<file path="config.mk">
export PLATFORM = sky130hd
export DESIGN_NAME = stopwatch_ctrl_flat
export DESIGN_NICKNAME = d
export VERILOG_FILES = /design/src/rtl/stopwatch_pkg.sv /design/src/rtl/stopwatch_ctrl_if.sv /design/src/rtl/stopwatch_ctrl_button_debounce.sv /design/src/rtl/stopwatch_ctrl.sv /design/src/flat_wrapper.sv
export SDC_FILE = /design/constraint.sdc
export NUM_CORES = 1
export LEC_CHECK = 0
export BUFFER_PORTS_ARGS = -buffer_cell sky130_fd_sc_hd__buf_4
export CELL_PAD_IN_SITES_DETAIL_PLACEMENT = 0
export CELL_PAD_IN_SITES_GLOBAL_PLACEMENT = 2
export CORE_MARGIN = 2
export CORE_UTILIZATION = 39
export DETAILED_ROUTE_END_ITERATION = 10
export PLACE_DENSITY_LB_ADDON = 0.1
export SLEW_MARGIN = 20
export SYNTH_ARGS = -nofsm -noshare
export SYNTH_HDL_FRONTEND = slang
export SYNTH_SLANG_ARGS = --single-unit
export TNS_END_PERCENT = 10
</file>
<file path="constraint.sdc">
create_clock -name clk -period 2.23 [get_ports clk]
set_input_delay 0.223 -clock clk [delete_from_list [all_inputs] [get_ports clk]]
set_output_delay 0.223 -clock clk [all_outputs]
set_load 0.03 [all_outputs]
</file>
<file path="src/rtl/stopwatch_pkg.sv">
`default_nettype none
// ============================================================================
//  Module      : stopwatch_pkg
//  Description : Shared types and tick constants for the stopwatch front-end
//                controller and the stopwatch counter.
//  Revision    : 1.0  initial release
// ============================================================================
package stopwatch_pkg;

    typedef enum logic [1:0] {
        IDLE     = 2'd0,
        PRESSED  = 2'd1,
        WAIT_REL = 2'd2
    } run_state_t;

    // Simulation-friendly defaults and their on-board equivalents (100 MHz clock)
    localparam int unsigned c_sim_sync_stages         = 2;
    localparam int unsigned c_sim_debounce_cycles     = 4;
    localparam int unsigned c_sim_long_press_cycles   = 20;
    localparam int unsigned c_sim_tick_count          = 10;
    localparam int unsigned c_board_debounce_cycles   = 500_000;
    localparam int unsigned c_board_long_press_cycles = 100_000_000;
    localparam int unsigned c_board_tick_count        = 1_000_000;

    // Width of a counter that must hold values 0..max_val inclusive
    function automatic int cnt_width(input int unsigned max_val);
        return (max_val < 2) ? 1 : $clog2(max_val + 1);
    endfunction

endpackage
`default_nettype wire

</file>
<file path="src/rtl/stopwatch_ctrl_if.sv">
`default_nettype none
// ============================================================================
//  Module      : stopwatch_ctrl_if
//  Description : Button inputs and counter command outputs of the stopwatch
//                controller; slave is the controller, master the board side.
//  Revision    : 1.0  initial release
// ============================================================================
interface stopwatch_ctrl_if;

    logic btn_run;
    logic btn_lap;
    logic start_stop;
    logic clr;
    logic running;
    logic lap_hold;

    modport master (
        output btn_run,
        output btn_lap,
        input  start_stop,
        input  clr,
        input  running,
        input  lap_hold
    );

    modport slave (
        input  btn_run,
        input  btn_lap,
        output start_stop,
        output clr,
        output running,
        output lap_hold
    );

endinterface
`default_nettype wire

</file>
<file path="src/rtl/stopwatch_ctrl_button_debounce.sv">
`default_nettype none
// ============================================================================
//  Module      : button_debounce
//  Description : Synchroniser plus counting debouncer for one raw push-button,
//                with single-cycle rise/fall strobes of the debounced level.
//  Revision    : 1.0  initial release
// ============================================================================
module button_debounce
    import stopwatch_pkg::*;
#(
    parameter int SYNC_STAGES     = 2,
    parameter int DEBOUNCE_CYCLES = 4
) (
    input  logic clk,
    input  logic reset_n,
    input  logic btn_raw,
    output logic level,
    output logic rise,
    output logic fall
);

    localparam int c_cnt_w    = cnt_width(SYNC_STAGES + DEBOUNCE_CYCLES);
    localparam int c_arm_last = SYNC_STAGES + DEBOUNCE_CYCLES - 1;
    localparam int c_deb_last = DEBOUNCE_CYCLES - 1;

    logic [SYNC_STAGES-1:0] r_sync;
    logic [c_cnt_w-1:0]     r_cnt;
    logic                   r_armed;
    logic                   r_level;
    logic                   r_rise;
    logic                   r_fall;
    logic                   w_synced;

    assign w_synced = r_sync[SYNC_STAGES-1];

    // Until armed, the input must be seen low for a full sync+debounce window:
    // a button held through reset is not reported as a new press.
    always_ff @(posedge clk or negedge reset_n) begin
        if (!reset_n) begin
            r_sync  <= '0;
            r_cnt   <= '0;
            r_armed <= 1'b0;
            r_level <= 1'b0;
            r_rise  <= 1'b0;
            r_fall  <= 1'b0;
        end else begin
            r_sync <= {r_sync[SYNC_STAGES-2:0], btn_raw};
            r_rise <= 1'b0;
            r_fall <= 1'b0;
            if (!r_armed) begin
                if (w_synced) begin
                    r_cnt <= '0;
                end else if (r_cnt == c_cnt_w'(c_arm_last)) begin
                    r_armed <= 1'b1;
                    r_cnt   <= '0;
                end else begin
                    r_cnt <= r_cnt + 1'b1;
                end
            end else if (w_synced != r_level) begin
                if (r_cnt == c_cnt_w'(c_deb_last)) begin
                    r_level <= w_synced;
                    r_rise  <= w_synced;
                    r_fall  <= ~w_synced;
                    r_cnt   <= '0;
                end else begin
                    r_cnt <= r_cnt + 1'b1;
                end
            end else begin
                r_cnt <= '0;
            end
        end
    end

    assign level = r_level;
    assign rise  = r_rise;
    assign fall  = r_fall;

endmodule
`default_nettype wire

</file>
<file path="src/rtl/stopwatch_ctrl.sv">
`default_nettype none
// ============================================================================
//  Module      : stopwatch_ctrl
//  Description : Turns the run and lap buttons into start_stop/clr pulses and
//                a lap-hold level for the stopwatch counter.
//  Revision    : 1.0  initial release
// ============================================================================
module stopwatch_ctrl
    import stopwatch_pkg::*;
#(
    parameter int SYNC_STAGES       = c_sim_sync_stages,
    parameter int DEBOUNCE_CYCLES   = c_sim_debounce_cycles,
    parameter int LONG_PRESS_CYCLES = c_sim_long_press_cycles
) (
    input  logic             clk,
    input  logic             reset_n,
    stopwatch_ctrl_if.slave  bus
);

    localparam int                c_hold_w   = cnt_width(LONG_PRESS_CYCLES);
    localparam logic [c_hold_w-1:0] c_hold_max = c_hold_w'(LONG_PRESS_CYCLES);

    logic w_run_level;
    logic w_run_rise;
    logic w_run_fall;
    logic w_lap_level;
    logic w_lap_rise;
    logic w_lap_fall;
    logic w_lap_unused;

    run_state_t          r_state;
    logic [c_hold_w-1:0] r_hold_cnt;
    logic                r_start_stop;
    logic                r_clr;
    logic                r_running;
    logic                r_lap_hold;

    button_debounce #(
        .SYNC_STAGES     (SYNC_STAGES),
        .DEBOUNCE_CYCLES (DEBOUNCE_CYCLES)
    ) u_run_debounce (
        .clk     (clk),
        .reset_n (reset_n),
        .btn_raw (bus.btn_run),
        .level   (w_run_level),
        .rise    (w_run_rise),
        .fall    (w_run_fall)
    );

    button_debounce #(
        .SYNC_STAGES     (SYNC_STAGES),
        .DEBOUNCE_CYCLES (DEBOUNCE_CYCLES)
    ) u_lap_debounce (
        .clk     (clk),
        .reset_n (reset_n),
        .btn_raw (bus.btn_lap),
        .level   (w_lap_level),
        .rise    (w_lap_rise),
        .fall    (w_lap_fall)
    );

    // Lap button only acts on its rising strobe
    assign w_lap_unused = w_lap_level | w_lap_fall;

    // Lap update uses the pre-update running value; a clr later in this
    // block overrides the lap_hold assignment.
    always_ff @(posedge clk or negedge reset_n) begin
        if (!reset_n) begin
            r_state      <= IDLE;
            r_hold_cnt   <= '0;
            r_start_stop <= 1'b0;
            r_clr        <= 1'b0;
            r_running    <= 1'b0;
            r_lap_hold   <= 1'b0;
        end else begin
            r_start_stop <= 1'b0;
            r_clr        <= 1'b0;

            if (w_lap_rise) begin
                r_lap_hold <= r_running ? ~r_lap_hold : 1'b0;
            end

            case (r_state)
                IDLE: begin
                    if (w_run_rise) begin
                        r_state    <= PRESSED;
                        r_hold_cnt <= c_hold_w'(1);
                    end
                end
                PRESSED: begin
                    // Reaching the threshold wins over a release in the same cycle
                    if (r_hold_cnt == c_hold_max) begin
                        r_clr        <= 1'b1;
                        r_start_stop <= r_running;
                        r_running    <= 1'b0;
                        r_lap_hold   <= 1'b0;
                        r_hold_cnt   <= '0;
                        r_state      <= WAIT_REL;
                    end else if (w_run_fall) begin
                        r_start_stop <= 1'b1;
                        r_running    <= ~r_running;
                        r_hold_cnt   <= '0;
                        r_state      <= IDLE;
                    end else if (w_run_level) begin
                        r_hold_cnt <= r_hold_cnt + 1'b1;
                    end
                end
                WAIT_REL: begin
                    if (w_run_fall) begin
                        r_state <= IDLE;
                    end
                end
                default: begin
                    r_state <= IDLE;
                end
            endcase
        end
    end

    assign bus.start_stop = r_start_stop;
    assign bus.clr        = r_clr;
    assign bus.running    = r_running;
    assign bus.lap_hold   = r_lap_hold;

endmodule
`default_nettype wire

</file>
<file path="src/flat_wrapper.sv">
// flat-port wrapper written by rule: the top's interface ports become plain ports
module stopwatch_ctrl_flat import stopwatch_pkg::*;
#(
    parameter int SYNC_STAGES       = c_sim_sync_stages,
    parameter int DEBOUNCE_CYCLES   = c_sim_debounce_cycles,
    parameter int LONG_PRESS_CYCLES = c_sim_long_press_cycles
)
  (clk, reset_n, bus_btn_run, bus_btn_lap, bus_start_stop, bus_clr, bus_running, bus_lap_hold);
  stopwatch_ctrl_if bus_i ();
  input  logic clk;
  input  logic reset_n;
  input wire logic [$bits(bus_i.btn_run)-1:0] bus_btn_run;
  input wire logic [$bits(bus_i.btn_lap)-1:0] bus_btn_lap;
  output wire logic [$bits(bus_i.start_stop)-1:0] bus_start_stop;
  output wire logic [$bits(bus_i.clr)-1:0] bus_clr;
  output wire logic [$bits(bus_i.running)-1:0] bus_running;
  output wire logic [$bits(bus_i.lap_hold)-1:0] bus_lap_hold;
  assign bus_i.btn_run = bus_btn_run;
  assign bus_i.btn_lap = bus_btn_lap;
  assign bus_start_stop = bus_i.start_stop;
  assign bus_clr = bus_i.clr;
  assign bus_running = bus_i.running;
  assign bus_lap_hold = bus_i.lap_hold;
  stopwatch_ctrl #(.SYNC_STAGES(SYNC_STAGES), .DEBOUNCE_CYCLES(DEBOUNCE_CYCLES), .LONG_PRESS_CYCLES(LONG_PRESS_CYCLES)) u_core (.clk(clk), .reset_n(reset_n), .bus(bus_i));
endmodule
</file>
* Yosys cells after proc, flatten, opt, wreduce, memory -nomap -nowiden
Index checks and enable logic that the tools add are counted.
Word-level totals: register bits 28, input bits 4
Cells by class: eq/ne operators 11, muxes and demuxes 45, bitwise gates (word level) 3, $add $sub $neg 3, reductions and logical operators 7
Operator list (count):
- $mux W3 | 10
- $mux W1 | 26
- $mux W5 | 4
- $pmux W5 S2 | 1
- $reduce_and A3 Y1 | 3
- $add A3 B1 Y3 const B | 2
- $eq A3 B2 Y1 const B | 2
- $eq A3 B3 Y1 const B | 2
- $mux W2 | 3
- $pmux W2 S3 | 1
- $add A5 B1 Y5 const B | 1
- $eq A5 B5 Y1 const B | 1
- $ne A4 B3 Y1 const B | 1
- $reduce_bool A2 Y1 | 2
- $not A1 Y1 | 3
- $eq A2 B1 Y1 const B | 1
- $eq A2 B2 Y1 const B | 1
- $logic_not A2 Y1 | 1
- $ne A1 B1 Y1 | 2
- $ne A2 B2 Y1 const B | 1
- $reduce_and A2 Y1 | 1

* Depth between registers and ports, before layout
depth after elaboration 5, mapped depth 5

* Cells and area by module
Synthesis repeated with hierarchy kept, for this count alone.
Unflattened totals: cell total of the unflattened synthesis 120, area, all modules 1421.4 sq um
By module, submodules not included:
- button_debounce | cells an instance 32, area each 420.4 sq um, instances 2
- stopwatch_ctrl | cells an instance 56, area each 580.6 sq um, instances 1

* Worst setup path before layout
No wires, ideal clock.
path type register -> register, start point register u_core.r_hold_cnt[0], end point register u_core.r_hold_cnt[4], arrival time 1.471 ns, slack 0.677 ns, required time 2.148 ns, cell stages (with the launch flop) 6, library setup time 0.082 ns, path buffers 0, path through dfrtp_1 -> inv_1 -> ha_1 -> and4b_4 -> or4_1 -> a31oi_1
Between the ends: longest elaborated chain between the ends 5, elaborated cells between the ends (all ways) 8, those cells by class add/sub: 1; eq/ne: 2; mux: 4; reduce/logical: 1
RTL lines:
- start, declared | line stopwatch_ctrl.sv:32 | logic [c_hold_w-1:0] r_hold_cnt;
- start signal, assigned | line stopwatch_ctrl.sv:87 | r_hold_cnt <= c_hold_w'(1);
- start signal, assigned | line stopwatch_ctrl.sv:105 | r_hold_cnt <= r_hold_cnt + 1'b1;
- $add A5 B1 Y5 | line stopwatch_ctrl.sv:105
- $mux W5 | line stopwatch_ctrl.sv:104 | end else if (w_run_level) begin
- $mux W5 | line stopwatch_ctrl.sv:99 | end else if (w_run_fall) begin
- $mux W5 | line stopwatch_ctrl.sv:92 | if (r_hold_cnt == c_hold_max) begin
- $pmux W5 S2 | line stopwatch_ctrl.sv:83 | case (r_state)
Several ways; a longest one is shown, not always the timed one. The select of a mux whose other input is x is not followed. A chain may end at the register's enable or synchronous reset.

* Worst setup path after layout
Ends and elaborated chain as after synthesis.

==> results.toml <==
[power]
seqPwrFrac_pct = 51.0
sw_frac_of_total_pct = 32.9
ir_worst_vdd_uv = 670
p_leak_uw = 0.000692
p_comb_share_pct = 25.8
switching_power_uw = 471
pwr-share-clk_pct = 23.2
p_int_uw = 961
p_per_area_mw_per_mm2 = 946

[floorplan]
start_util_pct = 40.2
dieWidth_um = 62.4
die_area_mm2 = 0.00390
ios = 8
core.rowCount = 21
core-area_mm2 = 0.00331
dieHeight_um = 62.4

[timing]
clock_skew_ns = 0.00371
slew_viol_final = 0
max-slew-margin-rel_pct = 72.4
worst_pin_slew_ns = 0.412
setup_viol = 0
fmax_mhz = 593
setup_tns_ns = 0
finalCriticalPeriod_ns = 1.69
rsz0062_at_grt = "no"
hold_violations = 0
period_share_pct = 75.7
setup_ws_ns = 0.542

[clock_network]
cts_tree = "yes"
clk_path_buf_depth = 2
h-tree-depth = 1
path_clk_slew_ns = 0.15
cts_root_buf = "clkbuf_4"
insertion_delay_ns = 0.33
numCtsBuffers = 3
numClockSinks = 28

[detailed_routing]
num_vias = 888
ant_nets = 0
wl_per_cell_um = 11.8
drt_wl_total_mm = 2.12
vias_per_cell = 4.93
drc_errors = 0
drtPass1Iterations = 4
drt-initial-drc-count = 51

[critical_path]
path_cells = "inv_1 -> ha_1 -> and4b_4 -> or4_1 -> a31oi_1"
start_kind = "flop"
r2r-end = "u_core.r_hold_cnt[4]"
worstPathRequired_ns = 2.49
cp_num_buf_inv = 1
crit_slowest_cell = "or4_1"
critPathMaxFanout = 6
timing.rr.start = "u_core.r_hold_cnt[0]"
path_delay_family = "simple AND/OR/NAND/NOR gates"
rr_worst_depth = 5
crit_type = "reg2reg"
rrSetupSlack_ns = 0.54
endpoint_kind = "flop"
crit_arrival_ns = 1.95
critPathMaxStageDelay_ns = 0.51

[place]
gp_congestion = 0.751
dp_worst_setup_slack_ns = 0.595
hpwl_mm = 1.48
portBuffers = 7

[grt]
grt.met1_usage_pct = 16.4
grt_overflow_total = 0
groute.layer.met3.usage_pct = 3.96
grtUsageMet2_pct = 19.5
grt_pass1_vias = 892
grt_max_degree = 29
top_usage_layer = "met2"
grtUsageTotal_pct = 12.4
grt_pass1_wl_mm = 3.92
antenna_found_initial = 0

[finish]
diodes = 0
area_growth_pct = 13.7
final_common_cell = "dfrtp_1"
nFillCells = 337
register_area_um2 = 701
multi_input_area_um2 = 579
final_cell_mix = "dfrtp_1 (28), nand2_1 (12), inv_1 (11), ha_1 (11), nor2_1 (10)"
drive_gt1_share_pct = 11.2
fin_nets = 150

[synthesis]
synth_ff_type = "dfrtp_1"
synthCells = 122
avgSynthCellArea_um2 = 10.9
synth_area_mm2 = 0.00133
yosysSeqAreaShare_pct = 52.6
synth_seq_cells = 28
synth_edf_count = 0
yosys.cell_types.count = 31
yosys.area.top_type_share_pct = 52.6
synth_warnings = 0
yosys.area.top_type = "dfrtp_1"
async_flop_share_pct = 100
ys_top_cells_by_area = "dfrtp_1 (53%), ha_1 (10%), nand2_1 (3.4%)"
synthesis.nets = 137

[outcome]
status = "finished, final reports clean"

[min_path]
hold_path_class = "in2async"

[run]
drv_cap = 0
-- per-layer routing --
layer | up-vias | part of all wire (%)
met1 | 424 | 51
met2 | 11 | 44
met4 | 0 | 0.85
met5 | - | 0
met3 | 2 | 3.9
li1 | 451 | -
-- power by group through the flow --
| stage | Combinational [µW] | Clock [µW] | Sequential (µW) |
|---|---|---|---|
| final | 370 | 332 | 730 |
| after global routing | 430 | 360 | 750 |
| after CTS | 373 | 346 | 729 |
| after detailed placement | 367 | 0 | 739 |
| after global placement | 360 | 0 | 736 |
| after floorplan | 304 | 0 | 698 |
-- what timing repair did --
action                     CTS  global route
hold endpoints to repair    30             0
setup endpoints to repair    0             0
setup buffers                0             0
hold buffers                 3             0
gates resized for setup      0             0
-- worst max path at each step --
| stage | startpoint | endpoint | cells after the start |
|---|---|---|---|
| 2_1_floorplan | u_core.r_hold_cnt[0] | u_core.r_hold_cnt[4] | 5 |
| 4_1_cts | u_core.r_hold_cnt[0] | u_core.r_hold_cnt[4] | 5 |
| 3_5_place_dp | u_core.r_hold_cnt[0] | u_core.r_hold_cnt[4] | 5 |
| 5_1_grt | u_core.r_hold_cnt[0] | u_core.r_hold_cnt[4] | 5 |
| 3_3_place_gp | u_core.r_hold_cnt[0] | u_core.r_hold_cnt[4] | 5 |
| 6_report | u_core.r_hold_cnt[0] | u_core.r_hold_cnt[4] | 5 |
-- cells in the mapped netlist (2+ instances only) --
master,instances
a21oi_1,5
a31oi_1,4
buf_2,2
dfrtp_1,28
ha_1,11
inv_1,11
mux2_2,2
nand2_1,12
nand2b_1,3
nand3_1,4
nand3b_1,2
nand4_1,2
nor2_1,10
nor3b_1,3
o21bai_1,4
o22ai_1,3
xor2_1,2
-- registers in the layout, summed over array words and instances, names as in the netlist, 2 cells and up --
signal	count
u_core.r_hold_cnt	5
u_core.r_state	2
u_core.u_lap_debounce.r_cnt	3
u_core.u_lap_debounce.r_sync	2
u_core.u_run_debounce.r_cnt	3
u_core.u_run_debounce.r_sync	2
-- stage by stage --
stage,instance area [µm²],total power [µW],cells,util (%),hold WS [ns]
6_report,1510,1430,180,45.7,0.321
5_1_grt,1510,1540,180,45.7,0.356
4_1_cts,1510,1450,180,45.7,0.327
3_5_place_dp,1430,1110,173,43.2,0.163
3_3_place_gp,1430,1100,173,43.2,0.161
2_1_floorplan,1330,1000,122,-,-0.0726
-- cell families (layout without fill, tap and decap cells) --
family / count (synthesis) / count (layout) / share of synthesized area, %
AOI/OAI and AO/OA: 23 / 23 / 11.6
xor gates and xnor gates: 2 / 2 / 1.32
muxes: 2 / 2 / 1.69
adders and majority gates: 11 / 11 / 10.3
DFF: 28 / 28 / 52.6
buffers and inverters: 13 / 25 / 3.85
and+or+nand+nor: 43 / 43 / 18.6
-- cell type report --
cell class | instances | share of cell area, %
Clock buffer | 3 | 1.49
Multi-Input combinational cell | 81 | 38.3
Inverter | 11 | 2.73
Tap cell | 46 | 3.80
Timing Repair Buffer | 10 | 5.45
Sequential cell | 28 | 46.3
Clock inverter | 1 | 1.98
(Power assumes the default switching activity.)
